--- src/rtl/tick_pkg.sv ---
// Shared definitions for tick_mod_counter:
//   - ARM/RUN state type for the tick synchroniser
//   - seven-segment pattern table (active-low, {g,f,e,d,c,b,a})
//   - parameter legality limits and check function
package tick_pkg;

    typedef enum logic {
        ST_ARM = 1'b0,
        ST_RUN = 1'b1
    } tick_state_e;

    localparam int SYNC_STAGES_MIN = 2;
    localparam int SYNC_STAGES_MAX = 4;
    localparam int MOD_MIN         = 2;
    localparam int W_MAX           = 30;

    // Arm counter must hold SYNC_STAGES_MAX.
    localparam int ARM_CNT_W = 3;

    // Active-low hex digit patterns, bit order {g,f,e,d,c,b,a}.
    localparam logic [6:0] SEG7_LUT [16] = '{
        7'b1000000,  // 0
        7'b1111001,  // 1
        7'b0100100,  // 2
        7'b0110000,  // 3
        7'b0011001,  // 4
        7'b0010010,  // 5
        7'b0000010,  // 6
        7'b1111000,  // 7
        7'b0000000,  // 8
        7'b0010000,  // 9
        7'b0001000,  // A
        7'b0000011,  // b
        7'b1000110,  // C
        7'b0100001,  // d
        7'b0000110,  // E
        7'b0001110   // F
    };

    // True when the counter configuration is within its supported range.
    function automatic logic cfg_legal(input int mod, input int w, input int sync);
        logic ok;
        ok = 1'b1;
        if ((w < 1) || (w > W_MAX)) begin
            ok = 1'b0;
        end else if ((mod < MOD_MIN) || (64'(mod) > (64'd1 << w))) begin
            ok = 1'b0;
        end else if ((sync < SYNC_STAGES_MIN) || (sync > SYNC_STAGES_MAX)) begin
            ok = 1'b0;
        end else begin
            ok = 1'b1;
        end
        return ok;
    endfunction

    // Hex nibble to active-low segment pattern.
    function automatic logic [6:0] seg7_decode(input logic [3:0] nib);
        return SEG7_LUT[nib];
    endfunction

endpackage

--- src/rtl/tick_sync_edge.sv ---
// Brings the asynchronous divider output into the fin domain, detects its
// rising edges and gates them with an ARM/RUN state so that a tick level
// already high when reset releases is never mistaken for an edge.
module tick_sync_edge
    import tick_pkg::*;
#(
    parameter int SYNC_STAGES = 2
) (
    input  logic fin,
    input  logic rst_n,
    input  logic tick_i,
    output logic step_o
);

    localparam logic [ARM_CNT_W-1:0] ARM_LAST = ARM_CNT_W'(SYNC_STAGES);

    logic [SYNC_STAGES-1:0] sync_q;
    logic                   prev_q;
    tick_state_e            state_q;
    logic [ARM_CNT_W-1:0]   arm_cnt_q;
    logic                   rise_s;

    // Synchroniser chain plus the previous-value flop used for edge detection.
    always_ff @(posedge fin or negedge rst_n) begin
        if (!rst_n) begin
            sync_q <= {SYNC_STAGES{1'b0}};
            prev_q <= 1'b0;
        end else begin
            sync_q <= {sync_q[SYNC_STAGES-2:0], tick_i};
            prev_q <= sync_q[SYNC_STAGES-1];
        end
    end

    // ARM holds for SYNC_STAGES+1 cycles after reset so the chain can flush.
    always_ff @(posedge fin or negedge rst_n) begin
        if (!rst_n) begin
            state_q   <= ST_ARM;
            arm_cnt_q <= {ARM_CNT_W{1'b0}};
        end else begin
            case (state_q)
                ST_ARM: begin
                    if (arm_cnt_q == ARM_LAST) begin
                        state_q <= ST_RUN;
                    end else begin
                        arm_cnt_q <= arm_cnt_q + {{(ARM_CNT_W-1){1'b0}}, 1'b1};
                    end
                end
                ST_RUN: begin
                    state_q <= ST_RUN;
                end
                default: begin
                    state_q   <= ST_ARM;
                    arm_cnt_q <= {ARM_CNT_W{1'b0}};
                end
            endcase
        end
    end

    assign rise_s = sync_q[SYNC_STAGES-1] & ~prev_q;
    assign step_o = rise_s & (state_q == ST_RUN);

endmodule

--- src/rtl/tick_mod_counter.sv ---
// Modulo-MOD up/down counter advanced by rising edges of an asynchronous
// tick input, with synchronous load and a one-cycle wrap carry.
// Optional build macro TICK_MOD_COUNTER_SEG7_EN adds a registered,
// active-low seven-segment decode of the low nibble of count on port seg.
module tick_mod_counter
    import tick_pkg::*;
#(
    parameter int MOD         = 10,
    parameter int W           = 4,
    parameter int SYNC_STAGES = 2
) (
    input  logic         fin,
    input  logic         rst_n,
    input  logic         tick_in,
    input  logic         en,
    input  logic         up,
    input  logic         load,
    input  logic [W-1:0] load_val,
    output logic [W-1:0] count,
`ifdef TICK_MOD_COUNTER_SEG7_EN
    output logic [6:0]   seg,
`endif
    output logic         carry
);

    // Wrap compare uses MOD-1 so MOD == 2^W needs no extra bit.
    localparam logic [W-1:0] MOD_MAX = W'(MOD - 1);
    localparam logic [W-1:0] ZERO    = {W{1'b0}};
    localparam logic [W-1:0] ONE     = {{(W-1){1'b0}}, 1'b1};

    if (!cfg_legal(MOD, W, SYNC_STAGES)) begin : g_bad_cfg
        $error("tick_mod_counter: illegal MOD/W/SYNC_STAGES combination");
    end

    logic         step_s;
    logic         load_ok_s;
    logic [W-1:0] count_d;
    logic [W-1:0] count_q;
    logic         carry_d;
    logic         carry_q;

    tick_sync_edge #(
        .SYNC_STAGES(SYNC_STAGES)
    ) u_sync_edge (
        .fin    (fin),
        .rst_n  (rst_n),
        .tick_i (tick_in),
        .step_o (step_s)
    );

    assign load_ok_s = (32'(load_val) < MOD);

    // Next count/carry: load beats step; a step with en low is dropped.
    always_comb begin
        count_d = count_q;
        carry_d = 1'b0;
        if (load) begin
            count_d = load_ok_s ? load_val : ZERO;
            carry_d = 1'b0;
        end else if (step_s && en) begin
            if (up) begin
                if (count_q == MOD_MAX) begin
                    count_d = ZERO;
                    carry_d = 1'b1;
                end else begin
                    count_d = count_q + ONE;
                    carry_d = 1'b0;
                end
            end else begin
                if (count_q == ZERO) begin
                    count_d = MOD_MAX;
                    carry_d = 1'b1;
                end else begin
                    count_d = count_q - ONE;
                    carry_d = 1'b0;
                end
            end
        end else begin
            count_d = count_q;
            carry_d = 1'b0;
        end
    end

    // Count and carry registers; carry lands with the wrapped value.
    always_ff @(posedge fin or negedge rst_n) begin
        if (!rst_n) begin
            count_q <= ZERO;
            carry_q <= 1'b0;
        end else begin
            count_q <= count_d;
            carry_q <= carry_d;
        end
    end

    assign count = count_q;
    assign carry = carry_q;

`ifdef TICK_MOD_COUNTER_SEG7_EN
    logic [3:0] nib_s;
    logic [6:0] seg_q;

    if (W >= 4) begin : g_nib_wide
        assign nib_s = count_q[3:0];
    end else begin : g_nib_narrow
        assign nib_s = {{(4-W){1'b0}}, count_q};
    end

    // Segment register trails count by one cycle.
    always_ff @(posedge fin or negedge rst_n) begin
        if (!rst_n) begin
            seg_q <= 7'b1000000;
        end else begin
            seg_q <= seg7_decode(nib_s);
        end
    end

    assign seg = seg_q;
`endif

endmodule

--- config.mk ---
export PLATFORM = sky130hd
export DESIGN_NAME = tick_mod_counter
export DESIGN_NICKNAME = d
export VERILOG_FILES = /design/src/rtl/tick_pkg.sv /design/src/rtl/tick_sync_edge.sv /design/src/rtl/tick_mod_counter.sv
export SDC_FILE = /design/constraint.sdc
export NUM_CORES = 1
export LEC_CHECK = 0
export CORE_UTILIZATION = 45
export CTS_BUF_LIST = sky130_fd_sc_hd__clkbuf_8
export DETAILED_ROUTE_END_ITERATION = 10
export PLACE_DENSITY_LB_ADDON = 0.12
export SLEW_MARGIN = 20
export SYNTH_ARGS = -nofsm -noshare
export SYNTH_HDL_FRONTEND = slang
export SYNTH_HIERARCHICAL = 1
export SYNTH_SLANG_ARGS = --single-unit
--- constraint.sdc ---
create_clock -name fin -period 1.5 [get_ports fin]
set_clock_uncertainty 0.05 [all_clocks]
set_input_delay 0.45 -clock fin [delete_from_list [all_inputs] [get_ports fin]]
set_output_delay 0.45 -clock fin [all_outputs]
set_load 0.05 [all_outputs]
Yosys cells after proc, flatten, opt, wreduce, memory -nomap -nowiden:

Index checks and enable logic that the tools add are counted.

* logic and storage cells: 34
* input bits: 10
* bits in registers: 12
* output and inout bits: 5

* bitwise logic cells: 5
* magnitude comparators: 1
* muxes and demuxes: 13
* reductions and logical operators: 4
* $add $sub $neg: 3
* equality and inequality tests: 2

Operator list (count)
* $mux 4: 6
* $mux 1: 6
* $add 4x1->4 const B: 1
* $eq 4x4->1 const B: 1
* $logic_not 4->1: 1
* $lt 4x4->1 const B: 1
* $sub 4x1->4 const B: 1
* $add 3x1->3 const B: 1
* $eq 3x2->1 const B: 1
* $not 1->1: 3
* $and 1x1->1: 2
* $pmux 1 s2: 1
* $reduce_and 2->1: 1
* $reduce_bool 2->1: 1
* $logic_and 1x1->1: 1

Logic depth before layout (Yosys ltp):

Gate-level depths: netlist of the first run.

* word-level depth: 6
* gate-level depth with buffers: 6
* depth with buffers taken out: 6

Cells and area by module:

Netlist of the first run, hierarchy kept.

By module, submodules not included
* tick_mod_counter: instances 1, area an instance 435.4 um^2, cells each 51, seq. area each 125.1 um^2
* tick_sync_edge: instances 1, area an instance 279.0 um^2, cells each 22, seq. area each 175.2 um^2

Worst setup path after synthesis of the first run:

Ideal clock, no wire load.

* path type: register -> register
* start point: register count_q[0] (netlist: count[0])
* end point: register count_q[3] (netlist: count[3])
* data arrival time: 1.529 ns
* slack: -0.206 ns
* stages on the path, launching flop included: 6
* library setup time: 0.127 ns
* clock period less this slack: 1.706 ns
* cells stage by stage: dfrtp_1 > buf_4 > nand3_2 > o311a_1 > a2111oi_2 > o31ai_2

* word-level cells in the longest chain between the ends: 5
* elaborated cells on any way between the ends: 9

RTL lines
* start, declared: line tick_mod_counter.sv:38 `logic [W-1:0] count_q;`
* start signal, assigned: line tick_mod_counter.sv:90 `count_q <= count_d;`
* $sub 4x1->4, or another cell as far along: line tick_mod_counter.sv:74 `count_d = count_q - ONE;`
* $mux 4 (on tied branches): line tick_mod_counter.sv:70, tick_mod_counter.sv:62
* $mux 4 *: line tick_mod_counter.sv:61 `if (up) begin`
* $mux 4 *: line tick_mod_counter.sv:60 `end else if (step_s && en) begin`
* $mux 4 *: line tick_mod_counter.sv:57 `if (load) begin`

Every way passes the cells marked *; elsewhere a longest branch is shown, timed or not. The select of a mux whose other input is x is not followed.
A chain may end at the register's enable or synchronous reset.

Worst setup path in the final report of the first run:

* start point: register count_q[0] (netlist: count[0])
* end point: register count_q[2] (netlist: count[2])

Same word-level chain as after synthesis.

==> impl_metrics.toml, run 1 <==
[yosys]
synth_warnings = 6
synth-seq-cells = 12
netlist_area_um2 = 714
yosysTopAreaCell = "dfrtp_1"
seq_area_frac_synth_pct = 42.0
synth_ff_type = "dfrtp_1"
syn_nets = 85
synth_top_cell_area_share_pct = 42.0
synth-async-reset-ratio_pct = 100
synth-edff-count = 0
synth_top_cells_by_area = "dfrtp_1 (42%), a21oi_1 (4.2%), ha_1 (3.5%)"
syn-mean-instance-area_um2 = 9.79
synthCells = 73
netlist-cell-type-count = 35

[power]
switchingPower_uw = 319
p_seq_share_pct = 32.9
swShare_pct = 29.2
p_leak_uw = 0.000538
max-vdd-ir-drop_uv = 674
pwr-share-comb_pct = 33.9
p_total_uw = 1090
power.internal_uw = 775
clkPwrFrac_pct = 33.2
power_density_nw_per_um2 = 867

[detailed_routing]
wirelength_um = 2050
drc = 0
vias = 742
drt-initial-drc-count = 16
detail_route.first_pass.iterations = 4
postRouteAntennaNets = 0
wl_per_cell_um = 15.6
detail_route.vias_per_cell = 5.66

[finish]
nets = 128
final_util_pct = 84.8
drive_gt1_share_pct = 49.6
final_common_cell = "buf_4"
area_growth_pct = 76.7
layout_common_cells = "buf_4 (22), dfrtp_1 (8), clkdlybuf4s50_1 (7), buf_12 (6), buf_6 (6)"
diodes = 0

[die]
pin_count = 15
dieArea_um2 = 1750
initial_utilization_pct = 48.0
rows = 14
fp.dieH_um = 41.8
core_area_um2 = 1490
die_width_um = 41.8

[clock_tree]
clockBufferDepth = 2
htree_num_levels = 1
worstSkewPairLatency_ps = 250
cts_sinks = 12
cts_inserted_buffers = 3
cts_tree = "done"
clk_pin_slew_ps = 60
root_buffer = "clkbuf_8"

[placement]
dp_slack_ps = -495
place_congestion = 0.750
port_buffers = 14
dpl.hpwl_um = 1050

[sta]
setup_ws_ps = -35.6
finalCritPeriodShare_pct = 102
setup_viol = 2
final.setup.tns_ps = -70.2
hold_violations = 0
rsz0062_at_grt = "true"
relSlewSlack_pct = 78.2
max_clock_freq_mhz = 651
tightest_slew_ps = 327
min_period_ps = 1540
drv_slew = 0

[hold_path]
min-delay-path-class = "flop to flop"

[status]
violations = "negative setup slack"
status = "complete, but fails checks"

[global_route]
grt_pass1_vias = 712
grt_max_degree = 13
grt_overflow = 0
track_usage_pct = 25.4
grt_antenna_before_repair = 0
grt_pass1_wl_um = 3360

[critical_path]
cp_num_buf_inv = 2
critPathKind = "flop to flop"
crit_path_max_incr_delay_ps = 430
worst_path_max_delay_cell = "dfrtp_2"
crit_arrival_ps = 1670
path_cells = "buf_6 -> buf_12 -> nor4b_4 -> a21oi_1 -> o2111ai_1 -> a22o_1"
crit_fanout = 5
critPathTopFamily = "compound AO/OA/AOI/OAI gates"
required_ps = 1630
end_kind = "flop"
critPathLaunchType = "flop"

[flow_run]
drv_cap = 0
==> state kept, by name (all words and copies together), names as in the netlist <==
name / count
u_sync_edge/prev_q: 1
carry: 1
u_sync_edge/state_q: 1
count: 4
u_sync_edge/sync_q: 2
u_sync_edge/arm_cnt_q: 3
==> power by group through the flow <==
stage,Sequential (uW),Clock (uW),Combinational [uW]
floorplan,398,0,101
global placement,374,0,247
detailed placement,374,0,249
CTS,356,353,318
global route,361,380,391
finish,360,363,371
==> synth_stat cells (2+ instances only) <==
library cell,n
nor2_1,5
nor2b_1,4
nand3_1,3
nand4b_1,2
ha_1,2
inv_1,5
o21ai_1,2
buf_2,3
dfrtp_1,12
o21ai_0,2
nand2_1,4
a21oi_1,6
==> timing repair <==
| item | 4_1_cts | 5_1_grt |
|---|---|---|
| hold buffers | 0 | 0 |
| pin swaps | 5 | 9 |
| setup buffers | 12 | 2 |
| endpoints found under the setup margin | 6 | 7 |
| gates resized for setup | 12 | 11 |
==> through the flow <==
stage	hold slack, ps	cell area (um2)	cells
floorplan	104	728	73
global placement	292	1010	113
detailed placement	287	1010	113
CTS	309	1180	129
global route	311	1260	131
finish	303	1260	131
==> layer usage <==
layer  vias up  global-route usage (%)  routed length, um
met1       368                    34.6                921
li1        344                       -                  -
met4         0                    5.81                 17
met2        25                    40.6                996
met5         -                       0                  0
met3         5                    6.52                110
==> cells by family (layout without fill, tap and decap cells) <==
kind of cell,Yosys count,in the layout,synth area share (%)
XOR/XNOR,2,2,2.45
multiplexers,1,1,1.40
adder cells (fa/ha/maj),2,2,3.50
AO/OA/AOI/OAI,21,21,22.2
AND/OR/NAND/NOR,24,24,20.5
buffers and inverters,11,53,7.88
flip-flops,12,12,42.0
==> worst register-to-register path, stage by stage, from the launching register on <==
cell	delay [ps]
dfrtp_2	430
buf_6	140
buf_12	120
nor4b_4	270
a21oi_1	80
o2111ai_1	200
a22o_1	160
==> layout make-up <==
type                    instances  area (um2)
clock buffers                   4        55.1
fillers                        83         226
inverters                       6        22.5
multi-input cells              50         423
flip-flops and latches         12         305
well taps                      16        20.0
repair buffers                 43         437
==> path summary, 6_finish.rpt <==
path | startpoint | endpoint | slack [ps] | cells past startpoint
setup / recovery | count[0] | count[2] | -40 | 6
hold / removal | u_sync_edge/sync_q[0] | u_sync_edge/sync_q[1] | 300 | 0
setup reg to reg | count[0] | count[2] | -40 | 6
hold reg to reg | u_sync_edge/sync_q[0] | u_sync_edge/sync_q[1] | 300 | 0
max in group asynchronous | rst_n | count[1] | 780 | 2
min in group asynchronous | rst_n | count[0] | 450 | 2
Power figures use the tool's default switching activity.
==> run 2: changes to the inputs <==
- clock period: 1.5 -> 1.2 ns (I/O delays scaled with it)
==> impl_metrics.toml, run 2 (same netlist as run 1, synthesis figures left out) <==
[status]
status = "complete, but fails checks"
violations = "negative setup slack"

[sta]
hold_violations = 0
final.setup.tns_ps = -1560
setup_viol = 10
finalCritPeriodShare_pct = 121
hold_slack_ps = 300
rsz0062_at_grt = "true"
min_period_ps = 1450
drv_slew = 0
tightest_slew_ps = 255
relSlewSlack_pct = 83.0
setup_ws_ps = -250
max_clock_freq_mhz = 690

[global_route]
grt_max_degree = 13
grt_antenna_before_repair = 0
grt_pass1_wl_um = 3220
met1_usage_pct = 31.3
use_met3_pct = 6.52
top_usage_layer = "met2"
grt_use_met2_pct = 42.2
track_usage_pct = 25.9
grt_overflow = 0
grt_pass1_vias = 706

[detailed_routing]
drt-initial-drc-count = 19
detail_route.first_pass.iterations = 4
wl_per_cell_um = 16.8
vias = 746
postRouteAntennaNets = 0
drc = 0
detail_route.vias_per_cell = 5.69
wirelength_um = 2210

[clock_tree]
worstSkewPairLatency_ps = 240
clk_pin_slew_ps = 50
htree_num_levels = 1
clockBufferDepth = 2
postCtsHoldBufs = 0
cts_sinks = 12
cts_tree = "done"
cts_inserted_buffers = 3
root_buffer = "clkbuf_8"

[finish]
drive_gt1_share_pct = 49.6
area_growth_pct = 75.7
nFillCells = 78
final_common_cell = "buf_4"
layout_common_cells = "buf_4 (21), dfrtp_1 (8), buf_6 (8), clkdlybuf4s50_1 (7)"
diodes = 0
largest_reg_flops = 4
nets = 128
fin_cells = 131

[placement]
place_congestion = 0.801
dp_cells = 113
dpl.hpwl_um = 1230
dp_slack_ps = -642
port_buffers = 14

[power]
p_leak_uw = 0.000538
power_density_nw_per_um2 = 1060
max-vdd-ir-drop_uv = 913

[die]
fp.dieH_um = 41.8
rows = 14
pin_count = 15
dieArea_um2 = 1750
die_width_um = 41.8
initial_utilization_pct = 48.0
core_area_um2 = 1490

[critical_path]
end_kind = "output pin"
critPathLaunchType = "flop"
crit_top_cell = "buf_6"
critPathKind = "flop to output pin"
worst_path_max_delay_cell = "dfrtp_2"
crit_arrival_ps = 1040
crit_fanout = 7
path_cells = "buf_6 -> buf_6 -> buf_12"
crit_path_max_incr_delay_ps = 410
cp_num_buf_inv = 3
critPathTopFamily = "flip-flops"
required_ps = 790

[hold_path]
min-delay-path-class = "flop to flop"

[flow_run]
drv_cap = 0
==> run 2: repair_timing <==
item	in CTS	in global routing
buffers inserted	11	4
resized for setup	13	9
setup endpoints to repair	9	11
pin swaps	8	4
==> run 2: worst paths after layout <==
check / startpoint / to / slack, ps / cells after the start
min: u_sync_edge/sync_q[0] / u_sync_edge/sync_q[1] / 300 / 0
min reg2reg: u_sync_edge/sync_q[0] / u_sync_edge/sync_q[1] / 300 / 0
min in group asynchronous: rst_n / carry / 370 / 2
max in group asynchronous: rst_n / count[2] / 570 / 2
max reg2reg: count[1] / carry / -240 / 3
max: count[2] / count[2] / -250 / 3
==> run 2: worst reg2reg max path: cells and delay by family (launching register included) <==
family,cells,cell delay [ps]
AOI/OAI and AO/OA,1,130
DFF,1,430
buffers and inverters,1,180
and+or+nand+nor,1,580
==> run 2: per-stage QoR <==
| stage | utilization (%) | instance area [um2] | total power, uW |
|---|---|---|---|
| finish | 84.3 | 1250 | 1330 |
| global route | 84.3 | 1250 | 1380 |
| CTS | 79.8 | 1190 | 1300 |
| detailed placement | 68.5 | 1020 | 796 |
| global placement | 68.5 | 1020 | 789 |
| floorplan | - | 739 | 627 |
==> run 2: power by group <==
group	switching (uW)	leakage (uW)	internal [uW]
combinational	211	0.000369	236
sequential	21.2	0.000141	427
clock	150	0.0000288	290
==> run 2: layout make-up <==
class                           count  area (um2)  share of cell area (%)
Clock buffer                        4        55.1                    4.39
Inverter                            6        22.5                    1.79
Multi-Input combinational cell     50         417                    33.2
Sequential cell                    12         305                    24.3
Tap cell                           16        20.0                    1.60
Timing Repair Buffer               43         435                    34.7
==> run 2: layer usage <==
metal  part of all wire [%]  wire length (um)  vias up
met5                      0                 0        -
met4                    3.9                85        0
met3                    4.5                99        9
met2                     49              1080       28
met1                     42               937      364
li1                       -                 -      345
